===== src/rtl/sfx_player.sv =====
// Sound-effect sequencer: steps through music-sheet entries and plays each one as a square wave.
// Optional build macro SFX_RESTART_EN: a start while busy restarts the sequence instead of being ignored.
module sfx_player #(
    parameter int unsigned TICK_CYCLES = 6_250_000,
    parameter int unsigned NOTE_W      = 20,
    parameter int unsigned DUR_W       = 5
) (
    input  logic              clk,
    input  logic              rst_n,
    input  logic              start,
    input  logic [1:0]        sound_sel,
    input  logic [NOTE_W-1:0] note,
    input  logic [DUR_W-1:0]  duration,
    input  logic              done,
    output logic [1:0]        sound,
    output logic [1:0]        number,
    output logic              speaker,
    output logic              busy,
    output logic              finished
);

    localparam int unsigned TICK_W = (TICK_CYCLES > 1) ? $clog2(TICK_CYCLES) : 1;
    localparam logic [TICK_W-1:0] TICK_LAST = TICK_W'(TICK_CYCLES - 1);
    localparam logic [TICK_W-1:0] TICK_ONE  = TICK_W'(1);
    localparam logic [NOTE_W-2:0] HALF_ONE  = (NOTE_W - 1)'(1);
    localparam logic [DUR_W-1:0]  UNIT_ONE  = DUR_W'(1);

`ifdef SFX_RESTART_EN
    localparam bit RESTART_EN = 1'b1;
`else
    localparam bit RESTART_EN = 1'b0;
`endif

    typedef enum logic [1:0] {
        IDLE  = 2'd0,
        FETCH = 2'd1,
        PLAY  = 2'd2
    } state_t;

    state_t            state;
    logic [TICK_W-1:0] tick_cnt;
    logic [NOTE_W-2:0] half;
    logic [NOTE_W-2:0] half_cnt;
    logic [DUR_W-1:0]  units;

    // Index 3 is the last sheet slot: stepping past it ends the sound rather than wrapping.
    logic last_slot;
    assign last_slot = (number == 2'd3);

    // NOTE: every state register uses <= so all updates see the pre-edge values together.
    always_ff @(posedge clk or negedge rst_n) begin
        if (!rst_n) begin
            state    <= IDLE;
            sound    <= 2'b11;
            number   <= 2'd0;
            speaker  <= 1'b0;
            busy     <= 1'b0;
            finished <= 1'b0;
            tick_cnt <= '0;
            half     <= '0;
            half_cnt <= '0;
            units    <= '0;
        end else begin
            finished <= 1'b0;
            if (RESTART_EN && start && (state != IDLE)) begin
                sound    <= sound_sel;
                number   <= 2'd0;
                speaker  <= 1'b0;
                tick_cnt <= '0;
                half     <= '0;
                half_cnt <= '0;
                units    <= '0;
                state    <= FETCH;
            end else begin
                case (state)
                    IDLE: begin
                        // The finished pulse cycle still belongs to the old sequence.
                        if (start && !finished) begin
                            sound  <= sound_sel;
                            number <= 2'd0;
                            busy   <= 1'b1;
                            state  <= FETCH;
                        end
                    end

                    FETCH: begin
                        if (done || ((duration == '0) && last_slot)) begin
                            state    <= IDLE;
                            finished <= 1'b1;
                            busy     <= 1'b0;
                            speaker  <= 1'b0;
                            number   <= 2'd0;
                        end else if (duration == '0) begin
                            number <= number + 2'd1;
                        end else begin
                            half     <= note[NOTE_W-1:1];
                            units    <= duration;
                            tick_cnt <= '0;
                            half_cnt <= '0;
                            speaker  <= 1'b0;
                            state    <= PLAY;
                        end
                    end

                    PLAY: begin
                        if (half != '0) begin
                            if (half_cnt == half - HALF_ONE) begin
                                half_cnt <= '0;
                                speaker  <= ~speaker;
                            end else begin
                                half_cnt <= half_cnt + HALF_ONE;
                            end
                        end else begin
                            speaker <= 1'b0;
                        end

                        if (tick_cnt == TICK_LAST) begin
                            tick_cnt <= '0;
                            units    <= units - UNIT_ONE;
                            if (units == UNIT_ONE) begin
                                speaker <= 1'b0;
                                if (last_slot) begin
                                    state    <= IDLE;
                                    finished <= 1'b1;
                                    busy     <= 1'b0;
                                    number   <= 2'd0;
                                end else begin
                                    number <= number + 2'd1;
                                    state  <= FETCH;
                                end
                            end
                        end else begin
                            tick_cnt <= tick_cnt + TICK_ONE;
                        end
                    end

                    default: state <= IDLE;
                endcase
            end
        end
    end

endmodule

===== config.mk =====
export PLATFORM = sky130hd
export DESIGN_NAME = sfx_player
export DESIGN_NICKNAME = d
export VERILOG_FILES = /design/src/rtl/sfx_player.sv
export SDC_FILE = /design/constraint.sdc
export NUM_CORES = 1
export LEC_CHECK = 0
export CAP_MARGIN = 25
export CORE_AREA = 2 2 117 119
export DETAILED_ROUTE_END_ITERATION = 12
export DIE_AREA = 0 0 119 121
export PLACE_DENSITY = 0.57
export SYNTH_ARGS = -nofsm -noshare
export SYNTH_HDL_FRONTEND = slang
export SYNTH_SLANG_ARGS = --single-unit

===== constraint.sdc =====
create_clock -name clk -period 5.6 [get_ports clk]
set_clock_uncertainty 0.1 [all_clocks]
set_input_delay 0.84 -clock clk [delete_from_list [all_inputs] [get_ports clk]]
set_output_delay 0.84 -clock clk [all_outputs]
set_load 0.02 [all_outputs]

; ---- Word-level counts from Yosys, hierarchy flattened
; Index checks and enable logic that the tools add are counted.
[totals]
input_bits = 31
word_cells = 97
output_inout_bits = 7
register_bits = 75
[classes]
n_mux = 45
eq_ne = 16
bitwise = 3
reduce_logical = 18
add_sub_neg = 5
[op_table]
columns = op, count
row1 = $mux 19, 4
row2 = $mux 23, 3
row3 = $pmux 23 s2, 1
row4 = $pmux 19 s2, 1
row5 = $add 23x1->23 const B, 1
row6 = $eq 23x23->1 const B, 1
row7 = $mux 2, 11
row8 = $add 19x1->19 const B, 1
row9 = $eq 19x19->1, 1
row10 = $reduce_bool 19->1, 1
row11 = $sub 19x1->19 const B, 1
row12 = $mux 1, 16
row13 = $ne 2x2->1 const B, 8
row14 = $mux 5, 3
row15 = $pmux 2 s3, 2
row16 = $reduce_and 4->1, 3
row17 = $pmux 5 s2, 1
row18 = $ne 3x3->1 const B, 2
row19 = $reduce_and 3->1, 2
row20 = $reduce_and 6->1, 1
row21 = $eq 5x1->1 const B, 1
row22 = $logic_not 5->1, 1
row23 = $reduce_and 5->1, 1
row24 = $sub 5x1->5 const B, 1
row25 = other kinds (13), 19

; ---- Logic depth before layout (Yosys ltp)
; Gate-level depths: netlist (run 1).
[logic_depth]
ltp_word = 7
ltp_mapped = 11

; ---- Worst setup path after synthesis (run 1)
; OpenSTA, ideal clock, no wires.
[synth_timing]
path_kind = reg2reg
start = register half[7]
end = register half_cnt[10]
period_less_slack_ns = 2.984
n_path_buf = 4
setup_ns = 0.127
arrival_ns = 2.758
path_slack_ns = 2.616
t_required_ns = 5.373
path_stages_with_launch = 12
cell_sequence = dfrtp_1 > buf_6 > or4_1 > clkbuf_2 > or3_1 > a2111oi_2 > o22ai_1 > nor4_2 > a31o_1 > buf_6 > buf_12 > a21oi_1
[synth_between]
elab_chain_cells = 5
[synth_lines]
columns = element, line_no
row1 = start: declaration, 42  ; logic [NOTE_W-2:0] half;
row2 = start signal: assignment, 96  ; half <= note[NOTE_W-1:1];
row3 = $sub 19x1->19, 107  ; if (half_cnt == half - HALF_ONE) begin
row4 = $eq 19x19->1, 107
row5 = $mux 19, 107
row6 = $mux 19, 106  ; if (half != '0) begin
row7 = $pmux 19 s2, 75  ; case (state)
row8 = end signal: assignment, 111  ; half_cnt <= half_cnt + HALF_ONE;
row9 = end: declaration, 43  ; logic [NOTE_W-2:0] half_cnt;
; Parallel ways exist; a longest one is shown, timed or not. The select of a mux whose other input is x is not followed.
; A chain may end at the register's enable or synchronous reset.

; ---- Worst setup path in the final report (run 1)
[layout_timing]
start = input port duration[0]
end = register half_cnt[4]
[layout_between]
elab_chain_cells = 5
[layout_lines]
columns = element, line_no
row1 = start: declaration, 13  ; input logic [DUR_W-1:0] duration,
row2 = $logic_not 5->1 *, "87, 93"
row3 = $logic_and 1x1->1, 87  ; if (done || ((duration == '0) && last_slot)) begin
row4 = $logic_or 1x1->1, 87
row5 = $ne 2x2->1 (no line), --
row6 = $reduce_and 4->1 (no line) *, --
; Every way passes the cells marked *; elsewhere a longest branch is shown, timed or not.

==> flow_summary.json, run 1 <==
{
  "status": "finished, final reports clean",
  "finalSetupViolations": 0,
  "hold_buffers": 0,
  "hold_class": "input pin to async pin",
  "grt_pass1_wl_mm": 17.85,
  "worst-slew-pin-transition_ns": 0.9145,
  "syn2layout_area_growth_pct": 17.74,
  "path_class": "input pin to register",
  "pwr-share-clk_pct": 26.0,
  "wl_mm": 10.45,
  "worstPathMaxFanout": 24,
  "powerDensity_nw_per_um2": 436.5,
  "cts-htree-levels": 3,
  "ys_ff_latch": 75,
  "cp-start-kind": "input pin",
  "intPower_mw": 1.416,
  "syn-num-nets": 522,
  "ant_nets": 0,
  "power_frac_comb_pct": 37.1,
  "yosysSeqAreaShare_pct": 41.96,
  "drive_gt1_share_pct": 11.03,
  "endpoint_kind": "register",
  "tns_ns": 0,
  "syn_avg_cell_area_um2": 9.312,
  "netlist.area_leader.share_pct": 40.78,
  "ir_worst_vdd_v": 0.0001396,
  "maxCapViolations": 0,
  "final_common_cell": "dfrtp_1",
  "dpl.hpwl_mm": 7.613,
  "wire_per_inst_um": 15.09,
  "syn_area_um2": 4479,
  "clk_path_buf_depth": 2,
  "finalWeightedCongestion": 0.8340,
  "synth_top_family_by_area": "simple AND/OR/NAND/NOR gates",
  "p_leak_nw": 2.090,
  "drcViolationCount": 0,
  "ys_dominant_reg_cell": "dfrtp_1",
  "final_nets": 553,
  "grt_overflow": 0,
  "required_ns": 5.67,
  "ios": 38,
  "muxShareOfSynthArea_pct": 5.503,
  "layout_common_cells": "73 x dfrtp_1, 41 x nor2_1, 39 x nand2_1",
  "clock_latency_ns": 0.34,
  "grt_start_max_net_pins": 76,
  "p_switching_mw": 0.8861,
  "max_freq_mhz": 268.4,
  "cts_resized": 0,
  "clkSinkCount": 75,
  "die-area_um2": 14400,
  "drv_slew": 0,
  "yosysTopAreaCell": "dfrtp_1",
  "synthSimpleGateAreaFrac_pct": 22.35,
  "fin_crit_ns": 3.726,
  "synth_cells": 481,
  "synth_fa_ha_area_share_pct": 2.793,
  "switching_share_pct": 38.49,
  "ys_types": 58,
  "grt_usage_pct": 15.45,
  "cts_setup_buffers": 0,
  "rsz0062_at_grt": "false",
  "die_w_um": 119,
  "initial_core_util_pct": 34.23,
  "via_per_inst": 5.283,
  "relSlewSlack_pct": 39.04,
  "synth_edf_count": 0,
  "synth_warnings": 0,
  "die_y_um": 121,
  "cts_buffers": 9,
  "core_um2": 13090,
  "reg2reg_depth": 7,
  "finalHoldViolations": 0,
  "drt_iter0_markers": 244,
  "hold_slack_ns": 0.3497,
  "grt_antenna_before_repair": 0,
  "cts_tree": "done",
  "portBuffers": 36,
  "root_buffer": "clkbuf_16",
  "async_flop_share_pct": 100.0,
  "worstPathArrival_ns": 3.80,
  "fin_crit_sh_pct": 66.53,
  "grt_pass1_vias": 3658,
  "synth-xor-area-share_pct": 9.581,
  "synth_area_leaders": "dfrtp_1 41%, mux2_2 5.3%, xor2_1 5.1%",
  "clk_pin_slew_ns": 0.06,
  "p_seq_share_pct": 36.9,
  "detailedRoute.firstPassIterationCount": 4,
  "antenna_cells": 0,
  "synth-compound-area-share_pct": 13.18,
  "num_rows": 42,
  "dr_total_vias": 3661
}
-- stage by stage --
stage / std cells / util, % / total power [mW] / worst slack (ns) / cell area, µm²
finish: 693 / 40.30 / 2.302 / 1.874 / 5274
global route: 693 / 40.30 / 2.468 / 1.582 / 5274
detailed placement: 676 / 37.75 / 1.708 / 1.494 / 4940
CTS: 692 / 40.15 / 2.317 / 1.831 / 5254
floorplan: 481 / - / 1.493 / 2.616 / 4479
global placement: 676 / 37.75 / 1.675 / 1.516 / 4940
-- layer usage --
| metal | vias up | GRT usage (%) | part of all wire [%] |
|---|---|---|---|
| met1 | 1776 | 21.81 | 49 |
| met4 | 0 | 6.473 | 2.1 |
| met3 | 14 | 2.209 | 4.0 |
| li1 | 1793 | - | - |
| met5 | - | 0 | 0 |
| met2 | 78 | 23.74 | 44 |
-- registers in the layout, indices dropped and copies added, names as in the netlist --
register	count
state	2
number	2
half	19
speaker	1
finished	1
tick_cnt	23
units	5
sound	2
half_cnt	19
busy	1
-- cell families after synthesis --
kind of cell / after synthesis
simple gates: 193
compound gates: 94
flops: 75
xor+xnor: 49
buf+inv: 38
mux: 22
fa+ha+maj: 10
-- synthesized netlist by cell type, drive strengths merged (6+ instances only) --
cell and number:
dfrtp 73, nor2 41, nand2 39, a21oi 34, xor2 26, nand3 25
xnor2 23, o21ai 22, mux2 21, inv 18, nor3 18, nor4 14
clkbuf 13, and3 12, nand4 11, ha 10, o31ai 8, buf 6
or4 6
-- critical path: stages --
cell and delay (ns):
clkdlybuf4s50_1 0.47, nor4_1 0.67, a211o_1 0.23, buf_4 0.29, o21ai_0 0.28, and2_1 0.51
nand4_1 0.26, xor2_1 0.16, a21oi_1 0.06
-- worst paths after layout --
check / endpoint / slack [ns] / from
max in group asynchronous: tick_cnt[4] / 4.48 / rst_n
worst max-delay path: half_cnt[4] / 1.87 / duration[0]
worst min-delay path: half_cnt[12] / 0.35 / rst_n
worst max register to register: half_cnt[10] / 1.95 / half[7]
worst min register to register: busy / 0.42 / busy
min in group clk: busy / 0.42 / busy
-- layout make-up --
cell class,count,area (µm²)
sequential,75,1879
tap,176,220.2
inverter,18,67.56
timing repair buffer,40,400.4
multi-input combinational,368,2392
fill,1245,7811
clock inverter,4,47.55
clock buffer,12,266.5
-- power groups by stage --
stage | sequential [mW] | combinational, mW | clock (mW)
6_report | 0.850 | 0.855 | 0.598
5_1_grt | 0.872 | 0.964 | 0.632
4_1_cts | 0.847 | 0.857 | 0.613
3_5_place_dp | 0.855 | 0.852 | 0
3_3_place_gp | 0.843 | 0.832 | 0
2_1_floorplan | 0.797 | 0.696 | 0
Note: power is estimated with default switching activity, not from simulation.
==> run 2: changes to the inputs <==
- PLACE_DENSITY: 0.57 -> 0.59
- clock period: 5.6 -> 3.4 ns (I/O delays scaled with it)
==> flow_summary.json, run 2 (synthesis results as in run 1) <==
{
  "finalSetupViolations": 0,
  "clkSinkCount": 75,
  "ant_nets": 0,
  "wire_per_inst_um": 15.01,
  "cp-startpoint": "half[0]",
  "drt_iter0_markers": 358,
  "wl_mm": 10.51,
  "layout_common_cells": "73 x dfrtp_1, 41 x nor2_1, 39 x nand2_1",
  "crit_slowest_cell": "or4_1",
  "cpPeakStageDelay_ns": 0.52,
  "cp.buffers_inverters": 2,
  "worstPathMaxFanout": 19,
  "reg2reg_depth": 10,
  "top_register": "tick_cnt",
  "die_y_um": 121,
  "grt_overflow": 0,
  "hold_class": "input pin to async pin",
  "detailedRoute.firstPassIterationCount": 5,
  "cts_setup_buffers": 0,
  "dpl.hpwl_mm": 7.473,
  "worst-slew-pin-transition_ns": 0.6225,
  "grt_start_max_net_pins": 76,
  "place_ws_ns": 0.1919,
  "r2r_setup_slack_ns": 0.32,
  "intPower_mw": 2.404,
  "p_seq_share_pct": 35.5,
  "power_frac_comb_pct": 37.8,
  "root_buffer": "clkbuf_16",
  "drive_gt1_share_pct": 12.02,
  "finalNonFillerCells": 700,
  "grt_usage_pct": 15.72,
  "worstPathArrival_ns": 3.18,
  "rsz0062_at_grt": "false",
  "ios": 38,
  "cp-start-kind": "register",
  "finalWeightedCongestion": 0.8740,
  "dr_total_vias": 3697,
  "endpoint": "half_cnt[4]",
  "rr_startpoint": "half[0]",
  "clk_path_buf_depth": 2,
  "largest_register_ffs": 23,
  "grt_antenna_before_repair": 0,
  "cts_tree": "done",
  "layout_setup_ws_ns": 0.3173,
  "cts_resized": 0,
  "crit_family": "simple AND/OR/NAND/NOR gates",
  "finalHoldViolations": 0,
  "final_nets": 560,
  "fin_crit_sh_pct": 90.67,
  "p_leak_nw": 2.130,
  "cp_cell_sequence": "inv_1, ha_1, or2b_2, nor4_1, xnor2_1, or4_1, nor4_2, a31o_1, buf_4, a21oi_1",
  "tns_ns": 0,
  "clk_pin_slew_ns": 0.06,
  "final_common_cell": "dfrtp_1",
  "die_w_um": 119,
  "via_per_inst": 5.281,
  "multi_input_area_um2": 2396,
  "reg_top3": "tick_cnt x23, half x19, half_cnt x19",
  "fin_crit_ns": 3.083,
  "antenna_cells": 0,
  "p_switching_mw": 1.477,
  "drv_slew": 0,
  "core_um2": 13090,
  "endpoint_kind": "register",
  "pwr-share-clk_pct": 26.7,
  "portBuffers": 36,
  "status": "finished, final reports clean",
  "fill_cells": 1258,
  "regArea_um2": 1879,
  "cts-htree-levels": 3,
  "path_class": "register to register",
  "switching_share_pct": 38.05,
  "grt_pass1_wl_mm": 18.20,
  "worst-path-stages": 10,
  "reg2reg_to": "half_cnt[4]",
  "relSlewSlack_pct": 58.50,
  "required_ns": 3.50,
  "initial_core_util_pct": 34.23,
  "clock_latency_ns": 0.34,
  "ir_worst_vdd_v": 0.0002753,
  "max_freq_mhz": 324.4,
  "cts_buffers": 9,
  "maxCapViolations": 0,
  "powerDensity_nw_per_um2": 726.2,
  "die-area_um2": 14400,
  "syn2layout_area_growth_pct": 19.30,
  "grt_pass1_vias": 3717,
  "drcViolationCount": 0,
  "num_rows": 42,
  "hold_buffers": 0,
  "numPlacedInstances": 683
}
[run 2: final cells by class]
cell class / count / area share, %
clock buffers: 12 / 4.612
clock inverters: 4 / 1.381
inverters: 18 / 1.264
multi-input cells: 368 / 44.84
flip-flops and latches: 75 / 35.17
well taps: 176 / 4.121
repair buffers: 47 / 8.616
[run 2: worst min-delay path by stage]
stage / cells after the start / slack (ns) / startpoint / end
finish: 1 / 0.0005 / rst_n / half_cnt[9]
global route: 1 / 0.03 / rst_n / half_cnt[9]
CTS: 1 / 0.28 / rst_n / half_cnt[7]
detailed placement: 2 / 0.42 / number[1] / number[1]
global placement: 2 / 0.40 / number[1] / number[1]
floorplan: 0 / 0.11 / rst_n / busy
[run 2: routing by layer]
metal | wire (µm) | GRT usage (%) | part of all wire (%) | up-vias
met1 | 5326 | 22.13 | 51 | 1783
met3 | 368 | 2.491 | 3.5 | 12
li1 | - | - | - | 1820
met4 | 186 | 6.101 | 1.8 | 0
met2 | 4626 | 24.28 | 44 | 82
met5 | 0 | 0 | 0 | -
[run 2: power by group through the flow]
stage | sequential, mW | combinational (mW) | clock [mW]
2_1_floorplan | 1.31 | 1.15 | 0
3_3_place_gp | 1.37 | 1.42 | 0
3_5_place_dp | 1.39 | 1.45 | 0
4_1_cts | 1.37 | 1.46 | 1.05
5_1_grt | 1.41 | 1.65 | 1.10
6_report | 1.38 | 1.47 | 1.04
[run 2: stage by stage]
step / power (mW) / util, % / hold slack, ns / cell area (µm²)
after floorplan: 2.459 / - / 0.1144 / 4479
after global placement: 2.794 / 38.15 / 0.4034 / 4992
after detailed placement: 2.839 / 38.15 / 0.4175 / 4992
after CTS: 3.884 / 40.60 / 0.2834 / 5313
after global routing: 4.153 / 40.84 / 0.03083 / 5344
final: 3.881 / 40.84 / 0.0004634 / 5344
==> RTL edit 1: new RTL, settings of run 1 <==
The option `SFX_RESTART_EN` is turned on by a define.
--- a/src/rtl/sfx_player.sv
+++ b/src/rtl/sfx_player.sv
@@ -2,2 +2,4 @@
 // Optional build macro SFX_RESTART_EN: a start while busy restarts the sequence instead of being ignored.
+`define SFX_RESTART_EN
+
 module sfx_player #(
Formal check against the unedited RTL: not equivalent (Yosys sat finds a counterexample within 4 cycles, from zero or initial values and one cycle with rst_n low).
==> RTL edit 1 against run 1 <==
- non-clock buffer count increased by 2
- setup slack worse by 0.24 ns
- routed wire length rose by 9.3%
- cell area increased by 7.1%
- power increased by 2.8%
- area after synthesis grew 7.5%
- sequential cell count is the same
- largest power group unchanged
==> RTL edit 1: results (changes against run 1) <==
[synthesis]
post_synth_xor_area_fraction_pct=5.09  ; was 9.58%
synth_seq_area_share_pct=39.0  ; was 42.0%
yosys-mux-area-fraction_pct=2.18  ; was 5.50%
yosys_warnings=0  ; unchanged
netlist-cell-type-count=68  ; was 58
synth.top_cells.by_count=nand2_1 (100), dfrtp_1 (73), o21ai_0 (50), nor2_1 (47), nand3_1 (26)  ; was dfrtp_1 (73), nor2_1 (41), nand2_1 (39), a21oi_1 (33), xor2_1 (26)
synth.area.top_cells=dfrtp_1 (38%), nand2_1 (7.8%), o21ai_0 (5.2%)  ; was dfrtp_1 (41%), mux2_2 (5.3%), xor2_1 (5.1%)
synth_fp_nets=613  ; was 522
syn-mean-instance-area_sq_um=8.44  ; was 9.31 sq um
synthAdderAreaFrac_pct=2.86  ; was 2.79%
synth-compound-area-share_pct=19.4  ; was 13.2%

[global_routing]
grt_first_pass_wirelength_microns=19500  ; was 17900 microns
aggregate_global_route_resource_usage_pct=16.7  ; was 15.5%
grt_start_max_net_pins=76  ; unchanged
grt_antenna_before_repair=0  ; unchanged
first_global_vias=3914  ; was 3658

[detailed_routing]
detail_route.iter0.violations=287  ; was 244
routedWlPerCell_microns=14.7  ; was 15.1 microns
via_count=4235  ; was 3661

[run_status]
result_of_the_run=complete, no violations  ; unchanged

[sta]
finalSetupTns_ns=0  ; unchanged
max_slew_margin_pct=30.9  ; was 39.0%

[clock_network]
cts_setup_buffers=0  ; unchanged

[power]
max-vdd-ir-drop_v=0.000192  ; was 0.000140 V
power_clock_uw=572  ; was 598 uW
comb-power_uw=1010  ; was 855 uW
switching_share_pct=41.1  ; was 38.5%

[cells_and_area]
buffer_area_share_pct=7.62  ; was 7.59%
num-multi-input-gates=452  ; was 368
multi_input_area_share_pct=48.8  ; was 45.4%
buffers=42  ; was 40
final.clkbuf_count=10  ; was 12
nFillCells=1297  ; was 1245
nNetsFinal=640  ; was 553
final-clk-cell-share_pct=5.21  ; was 5.95%
finalInstanceArea_sq_um=5650  ; was 5270 sq um
final-instance-count-excl-fill=779  ; was 693

[placed_design]
detailedPlacementHpwl_microns=8330  ; was 7610 microns
dpl_worst_slack_ns=1.47  ; was 1.49 ns
place.gp.congestion=0.827  ; was 0.834
placed_cells_incl_taps=762  ; was 676
dpl_cell_area_sq_um=5330  ; was 4940 sq um

[setup_path]
worst_ep_arrival_time_ns=4.09  ; was 3.80 ns

RTL edit 1: changes by cell type after synthesis, sizes merged, moves of 7 or more:
cell    change
a21oi      -17
nor4        -9
mux2       -17
o21ai      +31
xor2       -12
nor2b       +8
clkbuf      +7
nand2      +61
xnor2       -9
RTL edit 1: worst max-delay path, stage by stage (launching register included):
cell       delay [ns]
dfrtp_1          0.46
nor4_1           0.72
nand4b_1         0.36
o311a_1          0.43
a31oi_1          0.34
a2111oi_4        0.16
a31oi_4          0.54
nand2b_2         0.34
o311ai_0         0.39
RTL edit 1: per-layer routing:
| metal | track usage (%) | wire (microns) | vias to the layer above |
|---|---|---|---|
| met3 | 3.67 | 344 | 7 |
| met4 | 4.46 | 119 | 0 |
| met5 | 0 | 0 | - |
| met1 | 22.6 | 5550 | 2077 |
| li1 | - | - | 2094 |
| met2 | 27.1 | 5410 | 57 |
RTL edit 1: stage by stage:
stage,total power (uW),util (%)
2_1_floorplan,1520,-
6_report,2370,43.2
3_3_place_gp,1760,40.6
4_1_cts,2390,43.0
3_5_place_dp,1800,40.7
5_1_grt,2560,43.2
RTL edit 1: path summary, 6_finish.rpt:
| path | slack (ns) | depth (start not counted) | end | start |
|---|---|---|---|---|
| max in group asynchronous | 4.47 | 2 | half[11] | rst_n |
| max reg2reg | 1.64 | 8 | half_cnt[6] | half[8] |
| min | 0.35 | 1 | half_cnt[6] | rst_n |
| max | 1.64 | 8 | half_cnt[6] | half[8] |
| min reg2reg | 0.38 | 1 | tick_cnt[12] | tick_cnt[12] |
| min in group clk | 0.38 | 1 | tick_cnt[12] | tick_cnt[12] |
RTL edit 1: kinds of logic (layout without fill, tap and decap cells):
family          count (synthesis)  after routing
flops                          75             75
mux                            10             10
buf+inv                        44             76
xor+xnor                       28             28
compound gates                133            133
fa+ha+maj                      11             11
simple gates                  270            270
==> RTL edit 2: new RTL, settings of run 1 <==
Without the edit above. Encoding of `state_t`: now one-hot (3 bits for 3 states).
--- a/src/rtl/sfx_player.sv
+++ b/src/rtl/sfx_player.sv
@@ -33,6 +33,6 @@
 
-    typedef enum logic [1:0] {
-        IDLE  = 2'd0,
-        FETCH = 2'd1,
-        PLAY  = 2'd2
+    typedef enum logic [2:0] {
+        IDLE  = 3'b001,
+        FETCH = 3'b010,
+        PLAY  = 3'b100
     } state_t;
Function: no difference found for any inputs over 10 cycles, from zero or initial values and one cycle with rst_n low; not proved beyond that.
==> RTL edit 2 against run 1 <==
- synthesized cell count up 5.6%
- routed wire length down 2.1%
- first-iteration DRC count down 45%
- area after synthesis down 0.92%
- core utilization up 0.24 points
- setup slack better by 0.57 ns
- count of clock-buffer cells in the layout down 1
- sequential cell count up 1
- cell area up 0.59%
- sequential share of layout area up 0.29 points
- largest cell class unchanged
Power is not compared: it rests on default switching activity, and its combinational part moved more than twofold at a synthesized area within 25%.
==> RTL edit 2: results (changes against run 1) <==
[sta]
worst-slew-pin-transition_ns=0.549  ; was 0.914 ns
timing.hold.ws_ns=0.262  ; was 0.350 ns
finalCriticalPeriod_ns=3.16  ; was 3.73 ns

[synthesis]
syn-mean-instance-area_sq_um=8.74  ; was 9.31 sq um
yosys_warnings=0  ; unchanged
synth_seq_area_share_pct=42.9  ; was 42.0%
ys_async_sr_fraction_pct=100  ; unchanged
synth.area.top_cells=dfrtp_1 (41%), nand2_1 (7.7%), xor2_1 (5.5%)  ; was dfrtp_1 (41%), mux2_2 (5.3%), xor2_1 (5.1%)
netlist-cell-type-count=66  ; was 58
synth_fp_nets=545  ; was 522
synth.top_cells.by_count=nand2_1 (91), dfrtp_1 (73), nor2_1 (55), o21ai_0 (40), xor2_1 (28)  ; was dfrtp_1 (73), nor2_1 (41), nand2_1 (39), a21oi_1 (33), xor2_1 (26)

[detailed_routing]
detail_route.iter0.violations=133  ; was 244
via_count=3661  ; unchanged
finalWirelength_microns=10200  ; was 10500 microns
vias_cell=5.04  ; was 5.28
drtPass1Iterations=4  ; unchanged

[worst_hold_path]
worst_hold_path_type=input pin to async pin  ; unchanged

[placed_design]
detailedPlacementHpwl_microns=7340  ; was 7610 microns
place.gp.congestion=0.798  ; was 0.834
port-buffer-count=36  ; unchanged
dpl_worst_slack_ns=2.14  ; was 1.49 ns
dpl_cell_area_sq_um=4960  ; was 4940 sq um
placed_cells_incl_taps=709  ; was 676

[global_routing]
first_global_vias=3628  ; was 3658
grt_start_max_net_pins=77  ; was 76
grt_first_pass_wirelength_microns=17700  ; was 17900 microns
grt_antenna_before_repair=0  ; unchanged
aggregate_global_route_resource_usage_pct=15.4  ; was 15.5%

[cells_and_area]
post_route_cells_drive_above_1_share_pct=8.18  ; was 11.0%
nNetsFinal=582  ; was 553
nFillCells=1297  ; was 1245
largestRegisters=tick_cnt: 23 flops, half: 19 flops, half_cnt: 19 flops  ; unchanged
antenna_cells=0  ; unchanged

[setup_path]
critical_path.max_stage_delay_ns=0.49  ; was 0.67 ns
reg2reg_slack_ns=2.44  ; was 1.95 ns
cp_top_family=simple AND/OR/NAND/NOR gates  ; unchanged
crit_slowest_cell=nor4_4  ; was nor4_1
worst_ep_arrival_time_ns=3.27  ; was 3.80 ns
worst-path-max-fanout=16  ; was 24

[clock_network]
cts_root_buf=clkbuf_16  ; unchanged
clock_insertion_delay_worst_skew_ns=0.35
cts.reportedPaths.clkPinSlew_ns=0.06  ; about the same
htreeDepth=3  ; unchanged
cts-root-to-sink-buffers=2  ; unchanged
post_cts_resized=0  ; unchanged
numCtsBuffers=9  ; unchanged
cts_setup_buffers=0  ; unchanged

[power]
max-vdd-ir-drop_v=0.000135
power_leakage_uw=0.00236

[run_status]
result_of_the_run=complete, no violations  ; unchanged

## RTL edit 2: cell types whose count changed after synthesis, moves of 11 or more
| cell | before | now |
|---|---|---|
| o21ai_0 | 22 | 40 |
| a21oi_1 | 33 | 17 |
| nor4_1 | 13 | 2 |
| nand2_1 | 39 | 91 |
| mux2_2 | 21 | 2 |
| nor2_1 | 41 | 55 |
## RTL edit 2: power by group
part | internal (uW) | switching, uW
clock network | 400 | 229
registers | 549 | 0
logic | 19.9 | 15.2
total | 969 | 244
## RTL edit 2: path summary, 6_finish.rpt
check | end | from | cells after the start
worst min register to register | tick_cnt[2] | tick_cnt[2] | 1
worst max register to register | half_cnt[2] | half[3] | 8
worst max-delay path | half_cnt[2] | half[3] | 8
worst min-delay path | half[10] | rst_n | 1
min in group clk | tick_cnt[2] | tick_cnt[2] | 1
max in group asynchronous | state[0] | rst_n | 2
## RTL edit 2: routing by layer
layer	share of wire, %	track usage [%]	up-vias
li1	-	-	1827
met5	0	0	-
met3	2.6	2.77	14
met4	2.0	6.70	0
met1	47	20.0	1767
met2	49	25.4	53
## RTL edit 2: layout make-up
| class | count | area (sq um) | share of cell area [%] |
|---|---|---|---|
| clock inverter | 5 | 75.1 | 1.42 |
| clock buffer | 11 | 243 | 4.58 |
| sequential | 76 | 1910 | 35.9 |
| multi-input combinational | 399 | 2380 | 44.8 |
| timing repair buffer | 41 | 415 | 7.83 |
| inverter | 18 | 67.6 | 1.27 |
| tap | 176 | 220 | 4.15 |
## RTL edit 2: cells by family (layout without fill, tap and decap cells)
logic type,count (synthesis),in the layout,synth area share (%)
xor+xnor,47,47,9.28
buf+inv,33,75,3.47
fa+ha+maj,6,6,1.69
simple gates,254,254,28.9
flops,76,76,42.9
mux,6,6,1.41
compound gates,86,86,12.3
